===== config.mk =====
export PLATFORM = sky130hd
export DESIGN_NAME = lm_writeback_seq
export DESIGN_NICKNAME = d
export VERILOG_FILES = /design/src/rtl/lm_writeback_seq.sv
export SDC_FILE = /design/constraint.sdc
export NUM_CORES = 1
export LEC_CHECK = 0
export ABC_AREA = 1
export CAP_MARGIN = 10
export CORE_UTILIZATION = 40
export CTS_BUF_LIST = sky130_fd_sc_hd__clkbuf_4
export CTS_CLUSTER_DIAMETER = 150
export CTS_CLUSTER_SIZE = 14
export DETAILED_ROUTE_END_ITERATION = 6
export GPL_TIMING_DRIVEN = 0
export PLACE_DENSITY = 0.72
export SETUP_SLACK_MARGIN = 0.05
export SYNTH_ARGS = -nofsm -noshare
export SYNTH_HDL_FRONTEND = slang
export SYNTH_SLANG_ARGS = --single-unit
export TNS_END_PERCENT = 30

===== constraint.sdc =====
create_clock -name clk -period 1.9 [get_ports clk]
set_input_delay 0.57 -clock clk [delete_from_list [all_inputs] [get_ports clk]]
set_output_delay 0.57 -clock clk [all_outputs]
set_load 0.005 [all_outputs]

===== src/rtl/lm_writeback_seq.sv =====
// Load-multiple writeback sequencer: reads consecutive memory words from a
// base address and writes them into the registers selected by a mask,
// lowest index first, one register every two cycles.
//
// state | meaning
// ------+-------------------------------------------------------------
// IDLE  | waiting for start; count holds the last result
// SCAN  | pick lowest pending register and issue the read, or finish
// WAIT  | read data valid; write it to register idx, advance address
// DONE  | one-cycle completion pulse, then back to IDLE
module lm_writeback_seq (
  input  logic        clk,
  input  logic        rst_n,
  input  logic        start,
  input  logic [15:0] base,
  input  logic [7:0]  mask,
  input  logic        flush,
  output logic        mem_rd,
  output logic [15:0] mem_addr,
  input  logic [15:0] mem_rdata,
  output logic        we3,
  output logic [2:0]  wa3,
  output logic [15:0] wd3,
  output logic        busy,
  output logic        done,
  output logic [3:0]  count
);

  typedef enum logic [1:0] {
    S_IDLE = 2'd0,
    S_SCAN = 2'd1,
    S_WAIT = 2'd2,
    S_DONE = 2'd3
  } state_t;

  state_t      state_q, state_d;
  logic [15:0] addr_q, addr_d;
  // Indexed by register number; bit 0 is never loaded since r0 holds the PC.
  logic [7:0]  pend_q, pend_d;
  logic [2:0]  idx_q, idx_d;
  logic [3:0]  count_q, count_d;
  logic [2:0]  low_idx;

  // Lowest pending register; scanning downward leaves the smallest set index.
  always_comb begin
    low_idx = 3'd0;
    for (int i = 7; i >= 1; i--) begin
      if (pend_q[i]) low_idx = 3'(i);
    end
  end

  // State and datapath registers, cleared asynchronously.
  always_ff @(posedge clk or negedge rst_n) begin
    if (!rst_n) begin
      state_q <= S_IDLE;
      addr_q  <= 16'h0000;
      pend_q  <= 8'h00;
      idx_q   <= 3'd0;
      count_q <= 4'd0;
    end else begin
      state_q <= state_d;
      addr_q  <= addr_d;
      pend_q  <= pend_d;
      idx_q   <= idx_d;
      count_q <= count_d;
    end
  end

  // Next-state logic and per-state outputs.
  always_comb begin
    state_d = state_q;
    addr_d  = addr_q;
    pend_d  = pend_q;
    idx_d   = idx_q;
    count_d = count_q;
    mem_rd  = 1'b0;
    we3     = 1'b0;
    wa3     = 3'd0;
    wd3     = 16'h0000;
    done    = 1'b0;

    unique case (state_q)
      S_IDLE: begin
        // flush wins over a simultaneous start
        if (start && !flush) begin
          addr_d  = base;
          pend_d  = mask & 8'hFE;
          count_d = 4'd0;
          state_d = S_SCAN;
        end
      end

      S_SCAN: begin
        if (pend_q != 8'h00) mem_rd = 1'b1;
        if (flush) begin
          state_d = S_IDLE;
        end else if (pend_q == 8'h00) begin
          state_d = S_DONE;
        end else begin
          idx_d   = low_idx;
          state_d = S_WAIT;
        end
      end

      S_WAIT: begin
        wa3 = idx_q;
        wd3 = mem_rdata;
        we3 = !flush;
        if (flush) begin
          state_d = S_IDLE;
        end else begin
          pend_d  = pend_q & ~(8'd1 << idx_q);
          addr_d  = addr_q + 16'd1;
          count_d = count_q + 4'd1;
          state_d = S_SCAN;
        end
      end

      S_DONE: begin
        done    = !flush;
        state_d = S_IDLE;
      end

      default: state_d = S_IDLE;
    endcase
  end

  assign busy     = (state_q != S_IDLE);
  assign mem_addr = addr_q;
  assign count    = count_q;

endmodule


* After elaboration in Yosys (flattened, before gate mapping) *
Index checks and enable logic that the tools add are counted.

operators by class
  bitwise gates (word level) = 4
  $add $sub $neg = 2
  reduce and logical (&&, ||, !) cells = 9
  shifts and indexed selects = 1
  equal/unequal tests = 5
  muxes and demuxes = 27

operators by type and width
  kind                     number
  $mux W16                 3
  $pmux W16 S2             1
  $mux W3                  8
  $add A16 B1 Y16 const B  1
  $mux W8                  2
  $pmux W8 S2              1
  $and A8 B8 Y8            1
  $logic_not A8 Y1         1
  $mux W4                  2
  $not A8 Y8               1
  $pmux W2 S4              1
  $pmux W4 S2              1
  $reduce_bool A8 Y1       1
  $shl A1 B3 Y8 const A    1
  $mux W1                  6
  $reduce_and A3 Y1        2
  $add A4 B1 Y4 const B    1
  $eq A2 B2 Y1 const B     2
  $mux W2                  2
  $ne A2 B2 Y1 const B     2
  $reduce_bool A2 Y1       2
  $eq A2 B1 Y1 const B     1
  $logic_not A2 Y1         1
  $not A1 Y1               2
  2 further kinds          2

word-level totals
  logic and storage cells = 53
  flip-flop bits (word level) = 33
  output and inout port bits = 43

* Depth between registers and ports, before layout *
  word-level depth = 7
  gate-level depth with buffers = 9
  mapped depth without buffers = 9

* Least setup slack after synthesis *
OpenSTA, ideal clock, no wires.

  kind = register -> output
  start point = reg state_q[0]
  end point = out wa3[0]
  cell stages (with the launch flop) = 5
  slack = 0.382 ns
  arrival time = 0.948 ns
  path buffers = 1
  cell sequence = dfrtp_1 -> inv_1 -> nand2_1 -> buf_2 -> nor2_1

on the way
  longest elaborated chain between the ends = 2

ends and longest elaborated chain
  what                    RTL line  source
  from (decl)             36        state_t state_q, state_d;
  from (signal assigned)  61        state_q <= state_d;
  $eq A2 B2 Y1            82        unique case (state_q)
  $mux W3                 82
  to (decl)               22        output logic [2:0] wa3,

Every way passes these cells.

* Worst setup path in the final report *
  start point = reg state_q[1]
  end point = out we3

on the way
  longest elaborated chain between the ends = 2

ends and longest elaborated chain
  what          RTL line  source
  $eq A2 B2 Y1  82
  $mux W1       82
  to (decl)     21        output logic we3,

Every way passes these cells.

==> impl_metrics.toml <==
[status]
status = "finished with violations"
violations = "setup timing"

[worst_setup_path]
crit_slowest_cell = "dfrtp_2"
slowest_delay_ns = 0.41
cp.arrival_ns = 1.35
critPathMostFrequentCell = "buf_6"
crit_type = "reg2out"
crit_path_end_kind = "output port"
worstPathMaxFanout = 3
cp_data_required_time_ns = 1.33
critPathLaunchType = "flip-flop"
rrSetupSlack_ns = 0.21
path_cells = "buf_6, inv_8, nor2_8, buf_6, nand2_4, inv_2, buf_6"

[floorplanning]
core-area_sq_um = 5170
start_util_pct = 41.9
die_h_um = 75.6
dieArea_sq_um = 5720
dieWidth_um = 75.6
num_rows = 26
pin_count = 87

[clocking]
cts_root_buffer = "clkbuf_4"
cts_tree = "yes"
clock_sinks = 33
cts.clk_slew.worst_paths_ns = 0.11
cts_buffers = 5
htree_levels = 2
clock_latency_ns = 0.34
ctsLongestPathBuffers = 2

[placement]
buffer_ports.inserted = 85
gp_congestion = 0.834
dpl.hpwl_mm = 4.59
placedCellCount = 474
pre_cts_ws_ns = -0.596

[global_route]
first_global_vias = 2370
grt_usage_pct = 24.9
grt_max_degree = 34
grt_remaining_overflow = 0
grt_pass1_wl_mm = 10.7
antenna_found_initial = 0

[sta]
final-hold-violation-count = 0
slew_headroom_pct = 49.2
setup_viol_count_final = 2
finalWorstSetupSlack_ns = -0.0158
clock.fmax_mhz = 522
drv_slew = 0
timing.final.crit_period_ns = 1.92
setup-tns-final_ns = -0.0184
skew_ns = 0.0180
worstMarginPinSlew_ns = 0.762
rsz0062_at_grt = "yes"
fin_hold_ws_ns = 0.283
period_share_pct = 101

[final_layout]
stdcell_count = 505
nets = 481
drive_gt1_share_pct = 25.1
area.growth.synth_to_final_pct = 55.2
fill_cells = 461
n_antenna_cell = 0

[detailed_routing]
ant_nets = 0
wl_per_cell_um = 12.9
remaining_drc_errors = 0
num_vias = 2467
dr.pass1.iters = 4
wirelength_mm = 6.51
via_per_inst = 4.89
drt_iter0_drc = 131

[worst_hold_path]
hold_path_class = "in2async"

[synth]
syn_nets = 365
netlist_area_sq_um = 2170
ys_seq_elements = 33
synth_cell_types = 29
ys_seq_area_share_pct = 38.1
synth_cells = 319
syn_area_per_cell_sq_um = 6.80
ys_warn_count = 0

[pwr]
powerDensity_nw_per_um2 = 686
irDropWorstVdd_v = 0.000432
p_leak_uw = 0.00176

[run]
maxCapViolCount = 0
[cells by family (layout without fill, tap and decap cells)]
family	count (synthesis)	count (layout)	synth area share, %
simple gates	177	177	35.8
compound gates	40	40	11.2
mux	1	1	0.461
buf+inv	63	179	12.1
fa+ha+maj	2	2	1.15
xor+xnor	3	3	1.21
flops	33	33	38.1
[cells in the mapped netlist, drive strengths merged]
cell | instances | area [sq um]
nand2 | 86 | 333
nor2 | 60 | 264
inv | 54 | 203
dfrtp | 33 | 826
nand3 | 18 | 103
o21ai | 14 | 70.1
buf | 9 | 60.1
o22ai | 9 | 56.3
a22oi | 8 | 60.1
nand4 | 6 | 37.5
nor3 | 5 | 25.0
a21oi | 4 | 20.0
o211ai | 3 | 22.5
xor2 | 3 | 26.3
ha | 2 | 25.0
a22o | 1 | 8.76
a31oi | 1 | 6.26
mux2i | 1 | 10.0
nand3b | 1 | 7.51
or2 | 1 | 6.26
[worst paths after layout]
check	startpoint	end	cells past startpoint
worst max-delay path	state_q[1]$_DFFE_PN0P_	we3	7
worst min-delay path	rst_n	mem_addr[5]$_DFFE_PN0P_	1
min in group clk	pend_q[0]$_DFFE_PN0P_	pend_q[0]$_DFFE_PN0P_	2
max in group asynchronous	rst_n	state_q[0]$_DFFE_PN0P_	1
worst max register to register	state_q[1]$_DFFE_PN0P_	pend_q[1]$_DFFE_PN0P_	9
worst min register to register	pend_q[0]$_DFFE_PN0P_	pend_q[0]$_DFFE_PN0P_	2
[per-stage QoR]
stage	instance area (sq um)	total power (uW)	utilization (%)
after floorplan	2170	1440	-
after global placement	3110	1860	60.1
after detailed placement	3100	1890	60.0
after CTS	3300	2290	63.8
after global routing	3370	2480	65.1
final	3370	2310	65.1
[sequential cells by signal, indices dropped and copies added, names as in the netlist]
name	count
mem_addr	16
pend_q	8
count	4
idx_q	3
state_q	2
[critical path: cells and delay by family (launching register included)]
kind | cells | cell delay (ns)
buffers and inverters | 5 | 0.44
DFF | 1 | 0.41
and+or+nand+nor | 2 | 0.17
[placed cells by master (no fill, tap or decap), types with 4 or more instances in the layout]
cell type,count
a21oi_1,4
a22oi_1,8
buf_2,26
buf_4,16
buf_6,11
clkbuf_4,6
clkdlybuf4s50_1,41
dfrtp_1,30
dlygate4sd2_1,18
inv_1,40
inv_2,12
nand2_1,82
nand3_1,16
nand4_1,6
nor2_1,39
nor2_2,17
nor3_1,4
o21ai_0,12
o22ai_1,9
[where the power goes]
part	internal (uW)	switching (uW)	leakage, uW
combinational	438	448	0.00133
sequential	849	181	0.000402
clock	149	245	0.0000292
total	1440	874	0.00176
[cell type report]
class	count	area, sq um	area share (%)
multi-input combinational	223	1180	35.0
timing repair buffer	109	938	27.9
sequential	33	830	24.6
inverter	54	213	6.32
tap	70	87.6	2.60
buffer	9	73.8	2.19
clock buffer	6	45.0	1.34
clock inverter	1	3.75	0.111
[metal layers]
| layer | GRT usage [%] | up-vias | part of all wire, % | wire [um] |
|---|---|---|---|---|
| met5 | 0 | - | 0 | 0 |
| met1 | 29.8 | 1138 | 42 | 2760 |
| met4 | 6.58 | 0 | 1.0 | 68 |
| li1 | - | 1244 | - | - |
| met2 | 46.4 | 76 | 52 | 3370 |
| met3 | 3.97 | 9 | 4.9 | 318 |
[what timing repair did]
action / in CTS / in global routing
hold buffers: 0 / 0
gates cloned: 2 / 0
setup buffers: 18 / 4
pin swaps: 9 / 5
gates resized for setup: 143 / 24
setup endpoints to repair: 40 / 25
(Power assumes the default switching activity.)
